File: config.mk
export PLATFORM = sky130hd
export DESIGN_NAME = coef_sequencer
export DESIGN_NICKNAME = d
export VERILOG_FILES = /design/src/rtl/coef_sequencer.sv
export SDC_FILE = /design/constraint.sdc
export NUM_CORES = 1
export LEC_CHECK = 0
export BUFFER_PORTS_ARGS = -buffer_cell sky130_fd_sc_hd__clkbuf_2
export CORE_ASPECT_RATIO = 0.6
export CORE_UTILIZATION = 59
export DETAILED_ROUTE_END_ITERATION = 16
export PLACE_DENSITY = 0.85
export SLEW_MARGIN = 20
export SYNTH_ARGS = -nofsm -noshare
export SYNTH_HDL_FRONTEND = slang
export SYNTH_SLANG_ARGS = --single-unit
export TNS_END_PERCENT = 30
File: constraint.sdc
create_clock -name clk_i -period 6.3 [get_ports clk_i]
set_clock_uncertainty 0.1 [all_clocks]
set_input_delay 0.315 -clock clk_i [delete_from_list [all_inputs] [get_ports clk_i]]
set_output_delay 0.315 -clock clk_i [all_outputs]
set_load 0.005 [all_outputs]
File: src/rtl/coef_sequencer.sv
// Coefficient ROM fetch controller: walks one bank per start request and streams the
// coefficients over valid/ready, hiding the one-cycle ROM latency in a 2-entry buffer.
module coef_sequencer #(
  parameter int unsigned DATA_WIDTH = 16,
  parameter int unsigned ADDR_WIDTH = 8,
  parameter int unsigned TAPS       = 32,
  parameter int unsigned NUM_BANKS  = 1,
  parameter int unsigned BANK_WIDTH = (NUM_BANKS > 1) ? $clog2(NUM_BANKS) : 1,
  parameter int unsigned TAP_WIDTH  = $clog2(TAPS)
) (
  input  logic                  clk_i,
  input  logic                  rst_i,
  input  logic                  start_valid_i,
  output logic                  start_ready_o,
  input  logic [BANK_WIDTH-1:0] coef_bank_i,
  output logic [ADDR_WIDTH-1:0] rom_addr_o,
  input  logic [DATA_WIDTH-1:0] rom_data_i,
  output logic [DATA_WIDTH-1:0] coef_o,
  output logic [TAP_WIDTH-1:0]  tap_o,
  output logic                  coef_last_o,
  output logic                  coef_valid_o,
  input  logic                  coef_ready_i,
  output logic                  busy_o,
  output logic                  done_o,
  output logic                  err_o
);

  typedef enum logic [1:0] {StIdle, StRun, StDrain} state_e;

  state_e r_state;
  state_e w_state_next;

  logic [ADDR_WIDTH-1:0] r_base;
  logic [TAP_WIDTH-1:0]  r_tap_cnt;
  logic                  r_inflight;
  logic [TAP_WIDTH-1:0]  r_inflight_tap;
  logic [DATA_WIDTH-1:0] r_buf_data [2];
  logic [TAP_WIDTH-1:0]  r_buf_tap  [2];
  logic                  r_rd_ptr;
  logic                  r_wr_ptr;
  logic [1:0]            r_count;
  logic                  r_done;
  logic                  r_err;

  logic                  w_start_ready;
  logic                  w_accept;
  logic [31:0]           w_bank_ext;
  logic                  w_bank_bad;
  logic [31:0]           w_base_full;
  logic                  w_valid;
  logic [TAP_WIDTH-1:0]  w_head_tap;
  logic                  w_pop;
  logic                  w_last_pop;
  logic [2:0]            w_occ;
  logic                  w_issue;
  logic                  w_last_issue;

  assign w_start_ready = (r_state == StIdle) && !rst_i;
  assign w_accept      = start_valid_i && w_start_ready;

  // Out-of-range banks fall back to bank 0.
  assign w_bank_ext  = 32'(coef_bank_i);
  assign w_bank_bad  = (w_bank_ext >= NUM_BANKS);
  assign w_base_full = (w_bank_bad ? 32'd0 : w_bank_ext) * TAPS;

  assign w_valid    = (r_count != 2'd0);
  assign w_head_tap = r_buf_tap[r_rd_ptr];
  assign w_pop      = w_valid && coef_ready_i;
  assign w_last_pop = w_pop && (w_head_tap == TAP_WIDTH'(TAPS - 1));

  // Issue only if the read can land in the buffer after this cycle's pop.
  assign w_occ        = {1'b0, r_count} + {2'b00, r_inflight};
  assign w_issue      = (r_state == StRun) && (w_occ < (3'd2 + {2'b00, w_pop}));
  assign w_last_issue = w_issue && (r_tap_cnt == TAP_WIDTH'(TAPS - 1));

  always_comb begin
    w_state_next = r_state;
    unique case (r_state)
      StIdle:  if (w_accept)     w_state_next = StRun;
      StRun:   if (w_last_issue) w_state_next = StDrain;
      StDrain: if (w_last_pop)   w_state_next = StIdle;
      default:                   w_state_next = StIdle;
    endcase
  end

  always_ff @(posedge clk_i) begin
    if (rst_i) begin
      r_state <= StIdle;
    end else begin
      r_state <= w_state_next;
    end
  end

  always_ff @(posedge clk_i) begin
    if (rst_i) begin
      r_base         <= '0;
      r_tap_cnt      <= '0;
      r_inflight     <= 1'b0;
      r_inflight_tap <= '0;
      r_buf_data[0]  <= '0;
      r_buf_data[1]  <= '0;
      r_buf_tap[0]   <= '0;
      r_buf_tap[1]   <= '0;
      r_rd_ptr       <= 1'b0;
      r_wr_ptr       <= 1'b0;
      r_count        <= 2'd0;
      r_done         <= 1'b0;
      r_err          <= 1'b0;
    end else begin
      r_done <= w_last_pop;
      r_err  <= w_accept && w_bank_bad;

      // The counter parks on the final tap so the address stays inside the bank.
      if (w_accept) begin
        r_base    <= w_base_full[ADDR_WIDTH-1:0];
        r_tap_cnt <= '0;
      end else if (w_issue && !w_last_issue) begin
        r_tap_cnt <= r_tap_cnt + TAP_WIDTH'(1);
      end

      r_inflight <= w_issue;
      if (w_issue) begin
        r_inflight_tap <= r_tap_cnt;
      end

      if (r_inflight) begin
        r_buf_data[r_wr_ptr] <= rom_data_i;
        r_buf_tap[r_wr_ptr]  <= r_inflight_tap;
        r_wr_ptr             <= ~r_wr_ptr;
      end
      if (w_pop) begin
        r_rd_ptr <= ~r_rd_ptr;
      end
      r_count <= r_count + 2'(r_inflight) - 2'(w_pop);
    end
  end

  assign start_ready_o = w_start_ready;
  assign rom_addr_o    = (r_state == StIdle) ? '0 : r_base + ADDR_WIDTH'(r_tap_cnt);
  assign coef_o        = r_buf_data[r_rd_ptr];
  assign tap_o         = w_head_tap;
  assign coef_last_o   = w_valid && (w_head_tap == TAP_WIDTH'(TAPS - 1));
  assign coef_valid_o  = w_valid;
  assign busy_o        = (r_state != StIdle);
  assign done_o        = r_done;
  assign err_o         = r_err;

endmodule
# After elaboration in Yosys (flattened, before gate mapping)
# Memories as Yosys holds them, arrays and structs flattened. A register that Yosys moved wholly into a read port is not among the register bits.
# Cells that the tools add are included.
[op_classes] add_sub_neg=6 multipliers=0 n_bitwise=2 n_mux=21 n_div=0 order_cmp=2 n_reduce_logical=18 n_eq_ne=7 shift=0
[ops] cell="$mux W16" n=1
[ops] cell="$reduce_or A16 Y1" n=1
[ops] cell="$mux W1" n=14
[ops] cell="$eq A5 B5 Y1 const B" n=2
[ops] cell="$logic_and A1 B1 Y1" n=9
[ops] cell="$add A8 B5 Y8" n=1
[ops] cell="$mux W8" n=1
[ops] cell="$mux W2" n=3
[ops] cell="$ne A2 B2 Y1 const B" n=3
[ops] cell="$pmux W2 S3" n=1
[ops] cell="$add A5 B1 Y5 const B" n=1
[ops] cell="$mux W5" n=1
[ops] cell="$reduce_or A5 Y1" n=1
[ops] cell="$reduce_bool A2 Y1" n=2
[ops] cell="$add A2 B1 Y3" n=1
[ops] cell="$add A2 B1 Y3 const A" n=1
[ops] cell="$lt A3 B3 Y1" n=1
[ops] cell="$reduce_and A3 Y1" n=1
[ops] cell="$add A2 B1 Y2" n=1
[ops] cell="$eq A2 B1 Y1 const B" n=1
[ops] cell="$eq A2 B2 Y1 const B" n=1
[ops] cell="$logic_not A1 Y1" n=2
[ops] cell="$logic_not A2 Y1" n=1
[ops] cell="$not A1 Y1" n=2
[ops] cell="3 further kinds" n=3
[totals] ff_bits=22 mem_bits_ro=0 ramBits=42 out_inout_bits=35 latchBits=0 elab_cells=68 mem_count=2
[memory_table] memory="r_buf_data" depth=2 width=16 read_ports=1 rd_clocked_by_memory_dff=1 wr=2 line_no="37" rtl="logic [DATA_WIDTH-1:0] r_buf_data [2];"
[memory_table] memory="r_buf_tap" depth=2 width=5 read_ports=1 rd_clocked_by_memory_dff=1 wr=2 line_no="38" rtl="logic [TAP_WIDTH-1:0] r_buf_tap [2];"

# Longest topological paths before layout
[logic_depth] word_depth=8 ltp_mapped=8

# Worst setup path after synthesis
# Ideal clock, no wire load.
[synth_path] kind="reg2reg" from="register r_tap_cnt[0]" to="register r_tap_cnt[3]" t_arrival_ns=1.822 stages_incl_launch_ff=8 n_path_buf=0 setup_time_ns=0.070 setup_slack_ns=4.308 cell_sequence="dfxtp_1 -> ha_1 -> and3_1 -> ha_1 -> nor4b_2 -> nand4_1 -> or3_1 -> a21boi_1"
[synth_via] elab_chain_len=4
[synth_lines] element="start: declaration" line_no="34" rtl="logic [TAP_WIDTH-1:0] r_tap_cnt;"
[synth_lines] element="start signal: assignment" line_no="118" rtl="r_tap_cnt <= r_tap_cnt + TAP_WIDTH'(1);"
[synth_lines] element="parallel branches: the longest is 4 deep, another holds $add A5 B1 Y5"
# Several ways; the timed one is not identified.
# A chain may end at the register's enable or synchronous reset.

==> impl_results.md <==
* Outcome: finished, final reports clean
* Maximum number of pins on one net before global-route repair at 27
* Fraction of the yosys area taken by sequential cells at 0.585
* Setup repair after global routing missed its margin: false
* Seq. cell area at 0.00166 mm2
* First drt pass iteration count at 4
* Headroom to the max-slew limit at 0.305
* Drt total wl at 5.09 mm
* Starting DRT DRC Count at 95
* Unique cell type count in the Yosys netlist at 37
* Arrival time at the worst endpoint at 2.05 ns
* Clock Latency Late Sink at 0.33 ns
* Crit path time final at 2.46 ns
* Kind of path behind the tightest hold check: primary input to register
* Critical path launch point type: register
* Transition at the pin with the smallest max-transition slack at 1.04 ns
* Count of final max-slew check failures at 0
* Main combinational cell family by area after synthesis: simple AND/OR/NAND/NOR gates
* Average via count per standard cell at 5.29
* Placed cell areas at 0.00314 mm2
* Worst setup path class: register to output pin
* Chip height at 55.8 um
* Antenna violations before repair at 0
* Core box area at 0.00459 mm2
* Synthesized area at 0.00284 mm2
* Highest signal layer in the routed design: met4
* Leakage power at 1.39 nW
* Routed length on met1 at 2.48 mm
* Routed length on met2 at 2.27 mm
* Count of standard-cell rows at 19
* Detailed-routed wire length on met3 at 295 um
* Number of buffers on the longest clock path at 2
* Wire length per cell after detailed routing at 14.6 um
* Overflow left after global routing at 0
* Leading cell type in the layout, fill and taps excluded: clkbuf_2
* Number of cells on the worst hold path at 2
* CTS Root Cell: clkbuf_8
* Post-synthesis adder-cell area fraction at 0.0264
* Global-route wire length before repair at 8.41 mm
* Number of I/O port buffers at 52
* Total power after layout at 1.01 mW
* Hold buffer count at CTS at 0
* Postcts setup bufs at 0
* Number of global-route vias before repair at 1716
* Highest fanout seen on the critical path at 25
* Maximum achievable frequency at 406 MHz
* Data required time at the worst endpoint at 5.88 ns
* Via count at 1850
* Mux cell area share after synthesis at 0.104
* Most common flop cell mapped by yosys: edfxtp_1
* Die width at 91.6 um
* N_diodes at 0
* Ys async rst share at 0
* Crit path capture type: output pin
* Final Util at 0.724
* Simple-gate portion of the synthesized area at 0.202
* Final-layout setup total negative slack at 0 ns
* Fraction of the mapped netlist area in compound gates at 0.0387
* Clock-pin slew on the worst setup and hold paths at 0.06 ns
* Floorplan die area at 0.00511 mm2
* Maximum level of the CTS H-tree at 3
* Total of endpoints with negative setup slack in the final report at 0
* Sinks on Clock Net at 62
* Number of enable-type register cells in the synthesized netlist at 42
* Final hold vios at 0
* Area of the multi-input gates at 0.00112 mm2
* Yosys reg bits at 62
* Power per standard cell area at 305 mW/mm2
* Fraction of final layout cells with drive strength greater than 1 at 0.317
* Number of warning messages in the yosys log at 0
* Number of buffers created by CTS at 9
* Antenna-violating nets left at 0
* Final Cycle Share at 0.391
* Commonest cells after routing, fill and taps aside: 52 x clkbuf_2, 42 x and2_1, 42 x edfxtp_1
* Number of fill cells at 320
* Post-route DRC at 0
* Number of I/O pins at 56
* XOR/XNOR share of the synthesized area at 0.0123
* Peak supply drop at 0.000197 V
* Effective utilization at floorplan at 0.620
* GRT Util Overall at 0.222
* Placer's final routability congestion estimate at 0.809
* Count of mapped cells out of synthesis at 230
* CTS tree: yes
* Layout Nets at 309
* Final non-filler cell area at 0.00332 mm2
* Depth of the worst register-to-register path at 3
* Number of violations of the max-capacitance limit at 0
* Post-synthesis area per instance at 12.4 um2
* Post-detailed-placement half-perimeter wirelength at 3.47 mm
* Count of cells resized by post-cts repair at 0
* Area added between synthesis and finish at 16.9%
critical path: stages, from the launching register on:
cell and delay [ns]:
dfxtp_1 1.01, nand4_1 0.16, a22o_1 0.33, nor2b_1 0.11, clkbuf_2 0.11
where the power goes:
group | internal (mW) | switching, mW
Combinational | 0.103 | 0.0907
Sequential | 0.468 | 0.0363
Clock | 0.176 | 0.139
area by class of cell:
| class | instances | area share |
|---|---|---|
| Sequential cell | 62 | 0.500 |
| Multi-Input combinational cell | 151 | 0.337 |
| Timing Repair Buffer | 52 | 0.0783 |
| Clock buffer | 9 | 0.0373 |
| Tap cell | 63 | 0.0237 |
| Clock inverter | 7 | 0.0166 |
| Inverter | 6 | 0.00678 |
kinds of logic (layout without fill, tap and decap cells):
family,after synthesis,after routing
AO/OA/AOI/OAI,18,18
XOR/XNOR,4,4
adder cells (fa/ha/maj),6,6
buffers and inverters,19,74
flip-flops,62,62
multiplexers,27,27
other,1,3
AND/OR/NAND/NOR,93,93
path summary, 6_finish.rpt:
kind | slack [ns] | from | to
worst min register to register | 0.38 | r_inflight_tap[2] | r_inflight_tap[2]
worst min-delay path | 0.12 | coef_bank_i | err_o
worst max-delay path | 3.84 | register | coef_last_o
worst max register to register | 3.92 | r_wr_ptr | r_buf_data[1][9]
registers in the layout (all words and copies together), names as in the netlist, named ones only:
signal / count
r_buf_data: 32
r_buf_tap: 10
r_inflight_tap: 5
r_tap_cnt: 5
r_count: 2
r_state: 2
done_o: 1
err_o: 1
r_inflight: 1
r_rd_ptr: 1
r_wr_ptr: 1
metal layers:
layer / global-route usage / up-vias
met5: 0 / -
met4: 0.0862 / 0
met3: 0.0710 / 7
met2: 0.320 / 51
met1: 0.314 / 886
li1: - / 906
synth_stat cells (all sizes together) (2+ instances only):
| cell | instances | area [um2] |
|---|---|---|
| o21ai | 9 | 45.0 |
| nand4 | 2 | 12.5 |
| nand2b | 11 | 68.8 |
| mux2 | 21 | 236 |
| nor3b | 3 | 22.5 |
| dfxtp | 20 | 400 |
| xnor2 | 2 | 17.5 |
| nor2b | 6 | 37.5 |
| a21boi | 4 | 30.0 |
| mux2i | 6 | 60.1 |
| xor2 | 2 | 17.5 |
| nor3 | 2 | 21.3 |
| edfxtp | 42 | 1260 |
| clkbuf | 8 | 30.0 |
| ha | 6 | 75.1 |
| or2 | 2 | 12.5 |
| buf | 5 | 32.5 |
| and2 | 42 | 263 |
| nand3 | 4 | 20.0 |
| and3 | 2 | 12.5 |
| nor2 | 9 | 33.8 |
| inv | 6 | 22.5 |
| nand2 | 2 | 7.51 |
| nand3b | 2 | 15.0 |
| or3 | 4 | 25.0 |
per-stage QoR:
stage / setup WS, ns / cells / hold WS [ns]
floorplan: 4.31 / 232 / 0.353
global placement: 3.83 / 334 / 0.372
detailed placement: 3.72 / 334 / 0.375
CTS: 3.80 / 350 / 0.0999
global route: 3.60 / 350 / 0.0954
finish: 3.84 / 350 / 0.117
Power figures use the tool's default switching activity.
